<file path="config.mk">
export PLATFORM = sky130hd
export DESIGN_NAME = mux4_rr_arbiter_flat
export DESIGN_NICKNAME = d
export VERILOG_FILES = /design/src/rtl/mux_arb_pkg.sv /design/src/rtl/mux4_rr_arbiter_if.sv /design/src/rtl/rr_pick4.sv /design/src/rtl/mux4_rr_arbiter.sv /design/src/flat_wrapper.sv
export SDC_FILE = /design/constraint.sdc
export NUM_CORES = 1
export LEC_CHECK = 0
export CORE_ASPECT_RATIO = 1.5
export CORE_MARGIN = 2
export CORE_UTILIZATION = 54
export DETAILED_ROUTE_END_ITERATION = 8
export HOLD_SLACK_MARGIN = 0.12
export PLACE_DENSITY = 0.83
export REMOVE_ABC_BUFFERS = 1
export SLEW_MARGIN = 25
export SYNTH_ARGS = -nofsm -noshare
export SYNTH_HDL_FRONTEND = slang
export SYNTH_SLANG_ARGS = --single-unit
export TNS_END_PERCENT = 10
</file>
<file path="constraint.sdc">
create_clock -name clk -period 2.6 [get_ports clk]
set_input_delay 0.52 -clock clk [delete_from_list [all_inputs] [get_ports clk]]
set_output_delay 0.52 -clock clk [all_outputs]
set_load 0.01 [all_outputs]
</file>
<file path="src/rtl/mux_arb_pkg.sv">
// Shared types and constants for the 4:1 mux round-robin arbiter.
// Latency: none (declarations only).
// Backpressure: none (declarations only).
package mux_arb_pkg;

   localparam int NUM_REQ = 4;
   localparam int SEL_W   = 2;
   localparam int HOLD_W  = 8;

   typedef enum logic [1:0] {
      IDLE  = 2'd0,
      GRANT = 2'd1,
      TURN  = 2'd2
   } arb_state_t;

endpackage

</file>
<file path="src/rtl/mux4_rr_arbiter_if.sv">
// Request/grant bundle between four mux masters and the arbiter.
// Latency: wires only; grant-side signals are flop outputs of the arbiter.
// Backpressure: requests are levels, held until granted and served.
// Ports: ARB_req (master->arbiter), ARB_gnt/ARB_sel/ARB_valid/ARB_preempt (arbiter->master).
interface mux4_rr_arbiter_if;
   import mux_arb_pkg::*;

   logic [NUM_REQ-1:0] ARB_req;
   logic [NUM_REQ-1:0] ARB_gnt;
   logic [SEL_W-1:0]   ARB_sel;
   logic               ARB_valid;
   logic               ARB_preempt;

   // Requesting side.
   modport master (
      output ARB_req,
      input  ARB_gnt, ARB_sel, ARB_valid, ARB_preempt
   );

   // Arbiter side.
   modport slave (
      input  ARB_req,
      output ARB_gnt, ARB_sel, ARB_valid, ARB_preempt
   );

endinterface

</file>
<file path="src/rtl/rr_pick4.sv">
// Combinational round-robin picker: first set request searching ptr, ptr+1, ptr+2, ptr+3 (mod 4).
// Latency: combinational, zero cycles.
// Backpressure: none; result is valid whenever found is high.
// Ports: req/ptr in; found, idx (binary winner) and onehot (winner mask) out.
module rr_pick4
   import mux_arb_pkg::*;
(
   input  logic [NUM_REQ-1:0] req,
   input  logic [SEL_W-1:0]   ptr,
   output logic               found,
   output logic [SEL_W-1:0]   idx,
   output logic [NUM_REQ-1:0] onehot
);

   logic [SEL_W-1:0] cand;

   always_comb begin
      found  = 1'b0;
      idx    = ptr;
      onehot = '0;
      cand   = ptr;
      for (int i = 0; i < NUM_REQ; i++) begin
         // Index wraps naturally in SEL_W bits.
         cand = ptr + SEL_W'(i);
         if (!found && req[cand]) begin
            found = 1'b1;
            idx   = cand;
         end
      end
      if (found) begin
         onehot = NUM_REQ'(1) << idx;
      end
   end

endmodule

</file>
<file path="src/rtl/mux4_rr_arbiter.sv">
// Round-robin arbiter/sequencer driving the select of a shared 4:1 mux, with hold-limit preemption.
// Latency: grant registered one edge after request seen in IDLE/TURN; one dead cycle between owners.
// Backpressure: requests are levels; a non-owner simply waits, owner loses grant on release or hold limit.
// Ports: clk, rst_n (async active-low); arb slave modport carries ARB_req in and ARB_gnt/sel/valid/preempt out.
module mux4_rr_arbiter
   import mux_arb_pkg::*;
#(
   parameter int unsigned MAX_HOLD = 15
)
(
   input  logic              clk,
   input  logic              rst_n,
   mux4_rr_arbiter_if.slave  arb
);

   // Compare value for the hold counter; only meaningful when MAX_HOLD != 0.
   localparam int unsigned      HOLD_M1  = (MAX_HOLD == 0) ? 0 : MAX_HOLD - 1;
   localparam logic [HOLD_W-1:0] HOLD_LIM = HOLD_W'(HOLD_M1);

   arb_state_t          state;
   logic [SEL_W-1:0]    ptr;
   logic [HOLD_W-1:0]   cnt;

   logic [NUM_REQ-1:0]  gnt_q;
   logic [SEL_W-1:0]    sel_q;
   logic                valid_q;
   logic                preempt_q;

   logic                pick_found;
   logic [SEL_W-1:0]    pick_idx;
   logic [NUM_REQ-1:0]  pick_onehot;

   logic                owner_req;
   logic                release_now;
   logic                preempt_now;

   rr_pick4 u_pick (
      .req    (arb.ARB_req),
      .ptr    (ptr),
      .found  (pick_found),
      .idx    (pick_idx),
      .onehot (pick_onehot)
   );

   // sel_q always names the current owner while in GRANT.
   assign owner_req   = arb.ARB_req[sel_q];
   assign release_now = !owner_req;
   // Release wins over preempt: preempt only counts while the owner still requests.
   assign preempt_now = (MAX_HOLD != 0) && (cnt == HOLD_LIM) && owner_req;

   always_ff @(posedge clk or negedge rst_n) begin
      if (!rst_n) begin
         state     <= IDLE;
         ptr       <= '0;
         cnt       <= '0;
         gnt_q     <= '0;
         sel_q     <= '0;
         valid_q   <= 1'b0;
         preempt_q <= 1'b0;
      end else begin
         preempt_q <= 1'b0;
         case (state)
            IDLE, TURN: begin
               if (pick_found) begin
                  gnt_q   <= pick_onehot;
                  sel_q   <= pick_idx;
                  valid_q <= 1'b1;
                  cnt     <= '0;
                  state   <= GRANT;
               end else begin
                  state   <= IDLE;
               end
            end
            GRANT: begin
               if (release_now || preempt_now) begin
                  gnt_q     <= '0;
                  valid_q   <= 1'b0;
                  preempt_q <= preempt_now;
                  ptr       <= sel_q + 1'b1;
                  state     <= TURN;
               end else if (cnt != '1) begin
                  cnt <= cnt + 1'b1;
               end
            end
            default: begin
               state   <= IDLE;
               gnt_q   <= '0;
               valid_q <= 1'b0;
            end
         endcase
      end
   end

   assign arb.ARB_gnt     = gnt_q;
   assign arb.ARB_sel     = sel_q;
   assign arb.ARB_valid   = valid_q;
   assign arb.ARB_preempt = preempt_q;

endmodule

</file>
<file path="src/flat_wrapper.sv">
// flat-port wrapper written by rule: the top's interface ports become plain ports
module mux4_rr_arbiter_flat import mux_arb_pkg::*;
#(
   parameter int unsigned MAX_HOLD = 15
)
  (clk, rst_n, arb_ARB_req, arb_ARB_gnt, arb_ARB_sel, arb_ARB_valid, arb_ARB_preempt);
  mux4_rr_arbiter_if arb_i ();
  input  logic clk;
  input  logic rst_n;
  input wire logic [$bits(arb_i.ARB_req)-1:0] arb_ARB_req;
  output wire logic [$bits(arb_i.ARB_gnt)-1:0] arb_ARB_gnt;
  output wire logic [$bits(arb_i.ARB_sel)-1:0] arb_ARB_sel;
  output wire logic [$bits(arb_i.ARB_valid)-1:0] arb_ARB_valid;
  output wire logic [$bits(arb_i.ARB_preempt)-1:0] arb_ARB_preempt;
  assign arb_i.ARB_req = arb_ARB_req;
  assign arb_ARB_gnt = arb_i.ARB_gnt;
  assign arb_ARB_sel = arb_i.ARB_sel;
  assign arb_ARB_valid = arb_i.ARB_valid;
  assign arb_ARB_preempt = arb_i.ARB_preempt;
  mux4_rr_arbiter #(.MAX_HOLD(MAX_HOLD)) u_core (.clk(clk), .rst_n(rst_n), .arb(arb_i));
endmodule
</file>
==> results of run 1 <==
-- stage by stage --
step,instance area [µm²],std cells,hold slack [ns],worst slack [ns]
after floorplan,1130,111,0.224,0.553
final,1380,155,0.490,0.390
after CTS,1380,155,0.499,0.393
after global routing,1380,155,0.524,0.308
after global placement,1330,151,0.461,0.278
after detailed placement,1330,151,0.469,0.228
-- critical path, stage by stage, from the launching register on --
cell and delay (ns):
dfrtp_1 0.46, inv_1 0.09, ha_1 0.14, or4b_1 0.47
or2_2 0.36, a21boi_2 0.22, mux2_2 0.36
-- placed cells by master, fill, tap and decap left out, types with 2 or more instances in the layout --
| master | count |
|---|---|
| nor2_1 | 6 |
| nand2_1 | 13 |
| nor3_1 | 3 |
| a21oi_1 | 2 |
| nand4_1 | 4 |
| inv_1 | 3 |
| nand3b_1 | 2 |
| nand2b_1 | 2 |
| mux2_2 | 2 |
| clkdlybuf4s50_1 | 13 |
| nor2b_1 | 5 |
| nor4_1 | 4 |
| or2_2 | 3 |
| clkbuf_4 | 3 |
| o31ai_1 | 2 |
| ha_1 | 2 |
| buf_4 | 5 |
| mux2i_1 | 9 |
| o21ai_0 | 3 |
| dfrtp_1 | 20 |
| a31oi_1 | 2 |
| nand3_1 | 2 |
| a22o_1 | 4 |
-- report_power, final --
group          leakage [nW]  switching [mW]  internal, mW  total, mW
registers             0.261           0.115         0.405      0.520
logic                 0.306           0.295         0.331      0.626
clock network        0.0279          0.0987         0.156      0.255
total                 0.594           0.509         0.892       1.40
-- path summary, 6_finish.rpt --
check                                                   end                        startpoint
setup / recovery                  u_core.ptr[1]$_DFFE_PN0P_         u_core.cnt[0]$_DFFE_PN0P_
hold / removal             u_core.arb.ARB_valid$_DFFE_PN0P_  u_core.arb.ARB_valid$_DFFE_PN0P_
setup reg to reg                  u_core.ptr[1]$_DFFE_PN0P_         u_core.cnt[0]$_DFFE_PN0P_
hold reg to reg            u_core.arb.ARB_valid$_DFFE_PN0P_  u_core.arb.ARB_valid$_DFFE_PN0P_
max in group asynchronous         u_core.cnt[0]$_DFFE_PN0P_                             rst_n
min in group asynchronous         u_core.cnt[3]$_DFFE_PN0P_                             rst_n
-- registers in the layout, indices dropped and copies added, names as in the netlist --
signal and cells:
u_core.arb.ARB_preempt 1, u_core.arb.ARB_gnt 4, u_core.ptr 2, u_core.arb.ARB_valid 1, u_core.arb.ARB_sel 2, u_core.state 2, u_core.cnt 8
-- per-layer routing --
| metal | share of wire (%) | routed length, µm | up-vias |
|---|---|---|---|
| li1 | - | - | 464 |
| met1 | 37 | 936 | 463 |
| met2 | 54 | 1380 | 38 |
| met3 | 4.9 | 126 | 15 |
| met4 | 4.5 | 116 | 0 |
| met5 | 0 | 0 | - |
-- cell type report --
cell class | instances | area [µm²] | area share [%]
repair buffers | 18 | 168 | 12.1
multi-input cells | 88 | 621 | 45.0
well taps | 22 | 27.5 | 1.99
flip-flops and latches | 20 | 500 | 36.3
clock inverters | 1 | 30.0 | 2.18
inverters | 3 | 11.3 | 0.816
clock buffers | 3 | 22.5 | 1.63
-- cells by family after synthesis --
family | count (synthesis) | synth area share, %
AOI/OAI and AO/OA | 21 | 14.4
xor gates and xnor gates | 1 | 0.769
adders and majority gates | 2 | 2.20
buffers and inverters | 5 | 1.65
DFF | 20 | 43.9
muxes | 12 | 11.9
and+or+nand+nor | 52 | 25.2
==> results.cfg, run 1 <==
[outcome]
status = finished clean

[worst_setup_path]
arrival_ns = 2.41
critPathRequiredTime_ns = 2.80
r2r_cells = 6
worst-r2r-setup-slack_ns = 0.39
start_kind = flop
worstSetupEndpointType = flop
criticalPathCategory = flop to flop
worstPathMaxFanout = 7

[place]
dp_hpwl_mm = 1.95
numPortBuffers = 13
gp_congestion = 0.917

[timing]
drv_slew = 0
rsz0062_at_grt = false
fin_crit_ns = 2.21
fin_skew_ns = 0.0151
hold_viol = 0
setup_viol = 0
fin_tns_setup_ns = 0
fin_crit_sh_pct = 85.0
fmax_mhz = 452
slew_headroom_pct = 66.9
worstMarginPinSlew_ns = 0.493

[global_routing]
grt_use_total_pct = 24.7
grt-ovfl-total = 0
grt_pass1_wl_mm = 4.63
use_met2_pct = 45.5
antenna_found_initial = 0
grt_pass1_vias = 1053
grt_max_degree = 21
grt_use_met3_pct = 4.23
use_met1_pct = 24.8
busiest_layer = met2

[final_layout]
fin_nets = 142
diodes = 0
final_core_util_pct = 68.9
syn_to_final_growth_pct = 21.1
drive_above_1_share_pct = 12.8
n_fill_cell = 149

[die]
ios = 14
die_area_um2 = 2500
die-width_um = 41.5
initial_core_util_pct = 56.9
rows = 20
die_y_um = 60.3
core-area_um2 = 2000

[pwr]
p_total_mw = 1.40
powerDensity_nw_per_um2 = 1020
ir_drop_mv = 0.614
leakage_nw = 0.594

[drt]
firstDrtPassIters = 4
dr_total_vias = 980
viasPerCell = 6.32
finalWirelength_mm = 2.56
antenna_left = 0
drc = 0
wire_per_inst_um = 16.5
drtIter0Drc = 24

[clocking]
postCtsSetupBuffers = 0
cts_made_buffers = 3
cts_hold_buf = 0
htree_levels = 1
ctsResizeCount = 0
clk_latency_ns = 0.32
clkTransAtPathRegs_ns = 0.12
cts_buffer_depth = 2
cts_tree = done
ctsRootBufferMaster = clkbuf_4
numClockSinks = 20

[synth]
yosys-top-cells-area = dfrtp_1 44%, mux2i_1 7.9%, nand2_1 4.3%
synth_top_area_share_pct = 43.9
yosysTopAreaCell = dfrtp_1
synth_edf_count = 0
ys_ff_latch = 20
ys_types = 39
synth_area_um2 = 1140
synth_warnings = 0
synth-main-ff-cell = dfrtp_1
ys_seq_area_share_pct = 43.9
yosys-top-cells-count = 20 x dfrtp_1, 13 x nand2_1, 9 x mux2i_1
async_reset_ff_share_pct = 100
synth_most_common_cell = dfrtp_1
synth_area_per_cell_um2 = 10.1
syn_inst = 113

[worst_hold_path]
whs_path_depth = 1
worstHoldPathType = flop to flop

[run]
maxCapViolations = 0
No activity file was read; power rests on OpenSTA's default activity.
==> run 2, diff against run 1 <==
- CORE_UTILIZATION: 54 -> 55
- PLACE_DENSITY: 0.83 -> 0.84
- clock period: 2.6 -> 2.8 ns (I/O delays scaled with it)
==> run 2 against run 1 <==
- register-to-register slack better by 0.18 ns
- clock skew fell by 0.014 ns
- global-route usage decreased by 1.6 points
- via count shrank 4.9%
- critical path type unchanged
==> results.cfg, run 2 (synthesis results as in run 1) <==
[run]
maxCapViolations = 0

[die]
rows = 20
die_y_um = 59.8
initial_core_util_pct = 56.9
die-width_um = 41.2
core-area_um2 = 2000
ios = 14
die_area_um2 = 2460

[pwr]
ir_drop_mv = 0.489
switchingPower_mw = 0.438
p_int_mw = 0.735
powerDensity_nw_per_um2 = 883
p_total_mw = 1.17
leakage_nw = 0.568
swShare_pct = 37.4
combPwrFrac_pct = 45.2
pwr-share-seq_pct = 40.7
clkPwrFrac_pct = 14.2

[global_routing]
grt_pass1_vias = 932
antenna_found_initial = 0
grt-ovfl-total = 0
grt_pass1_wl_mm = 3.91
grt_max_degree = 21
grt_use_total_pct = 23.1

[worst_setup_path]
criticalPathCategory = flop to flop
start_kind = flop
arrival_ns = 2.43
critPathRequiredTime_ns = 3.00
worstPathMaxFanout = 7
worstSetupEndpointType = flop

[timing]
fmax_mhz = 448
fin_tns_setup_ns = 0
fin_crit_ns = 2.23
layout_setup_ws_ns = 0.566
worstMarginPinSlew_ns = 0.522
setup_viol = 0
rsz0062_at_grt = false
drv_slew = 0
fin_crit_sh_pct = 79.8
hold_viol = 0
fin_skew_ns = 0.00105
whs_ns = 0.181
slew_headroom_pct = 64.8

[final_layout]
regMostFlops = u_core.cnt
fin_nets = 138
final_cells = 151
largest_register_ffs = 8
drive_above_1_share_pct = 10.9
final_cell_mix = 20 x dfrtp_1, 13 x nand2_1, 12 x clkdlybuf4s50_1, 9 x mux2i_1, 6 x nor2_1
final_core_util_pct = 66.4
diodes = 0
syn_to_final_growth_pct = 16.6
final_common_cell = dfrtp_1
postLayoutCellArea_um2 = 1330

[drt]
drtIter0Drc = 20
finalWirelength_mm = 2.37
viasPerCell = 6.17
firstDrtPassIters = 4
drc = 0
dr_total_vias = 932
antenna_left = 0
wire_per_inst_um = 15.7

[clocking]
clk_latency_ns = 0.30
htree_levels = 1
clkTransAtPathRegs_ns = 0.11
numClockSinks = 20
ctsResizeCount = 0
postCtsSetupBuffers = 0
cts_buffer_depth = 2
cts_made_buffers = 3
ctsRootBufferMaster = clkbuf_4
cts_tree = done
cts_hold_buf = 0

[worst_hold_path]
worstHoldPathType = primary input to asynchronous set/reset pin

[place]
placed_area_um2 = 1300
place_ws_ns = 0.373
dp.cells = 147
numPortBuffers = 13
gp_congestion = 0.901
dp_hpwl_mm = 1.82

[outcome]
status = finished clean
==> run 2: changes by cell type in the layout (fill, tap and decap cells not counted), sizes merged <==
cell           previous run  this run
buf                       5         2
clkdlybuf4s50            13        12
clkbuf                    3         4
bufinv                    1         0
==> run 2: per-layer routing <==
layer	global-route usage, %	wire [µm]	up-vias
met3	2.23	56	7
met5	0	0	-
met2	42.6	1270	22
li1	-	-	456
met4	10.6	65	0
met1	24.0	972	447
==> run 2: area by class of cell <==
| class | count | area (µm²) |
|---|---|---|
| fillers | 162 | 673 |
| well taps | 22 | 27.5 |
| repair buffers | 14 | 133 |
| multi-input cells | 88 | 621 |
| inverters | 3 | 11.3 |
| clock buffers | 4 | 36.3 |
| flip-flops and latches | 20 | 500 |
==> run 2: power by group through the flow <==
stage	registers, mW	clock network (mW)	logic [mW]
final	0.477	0.166	0.530
after CTS	0.476	0.170	0.539
after detailed placement	0.484	0	0.534
after global routing	0.495	0.180	0.590
after floorplan	0.484	0	0.330
after global placement	0.480	0	0.522
==> run 2: path summary, 6_finish.rpt <==
kind                                                  startpoint                                 to  slack, ns  cells past startpoint
worst min-delay path                                       rst_n          u_core.ptr[1]$_DFFE_PN0P_       0.18                      1
max in group asynchronous                                  rst_n  u_core.arb.ARB_gnt[1]$_DFFE_PN0P_       2.31                      1
worst max register to register         u_core.cnt[0]$_DFFE_PN0P_          u_core.ptr[1]$_DFFE_PN0P_       0.57                      6
worst min register to register  u_core.arb.ARB_valid$_DFFE_PN0P_   u_core.arb.ARB_valid$_DFFE_PN0P_       0.51                      1
min in group clk                u_core.arb.ARB_valid$_DFFE_PN0P_   u_core.arb.ARB_valid$_DFFE_PN0P_       0.51                      1
worst max-delay path                   u_core.cnt[0]$_DFFE_PN0P_          u_core.ptr[1]$_DFFE_PN0P_       0.57                      6
==> run 2: worst max-delay path, stage by stage (launching register included) <==
cell and delay (ns):
dfrtp_1 0.47, inv_1 0.09, ha_1 0.15, or4b_1 0.48, or2_2 0.37, a21boi_2 0.22, mux2_2 0.35
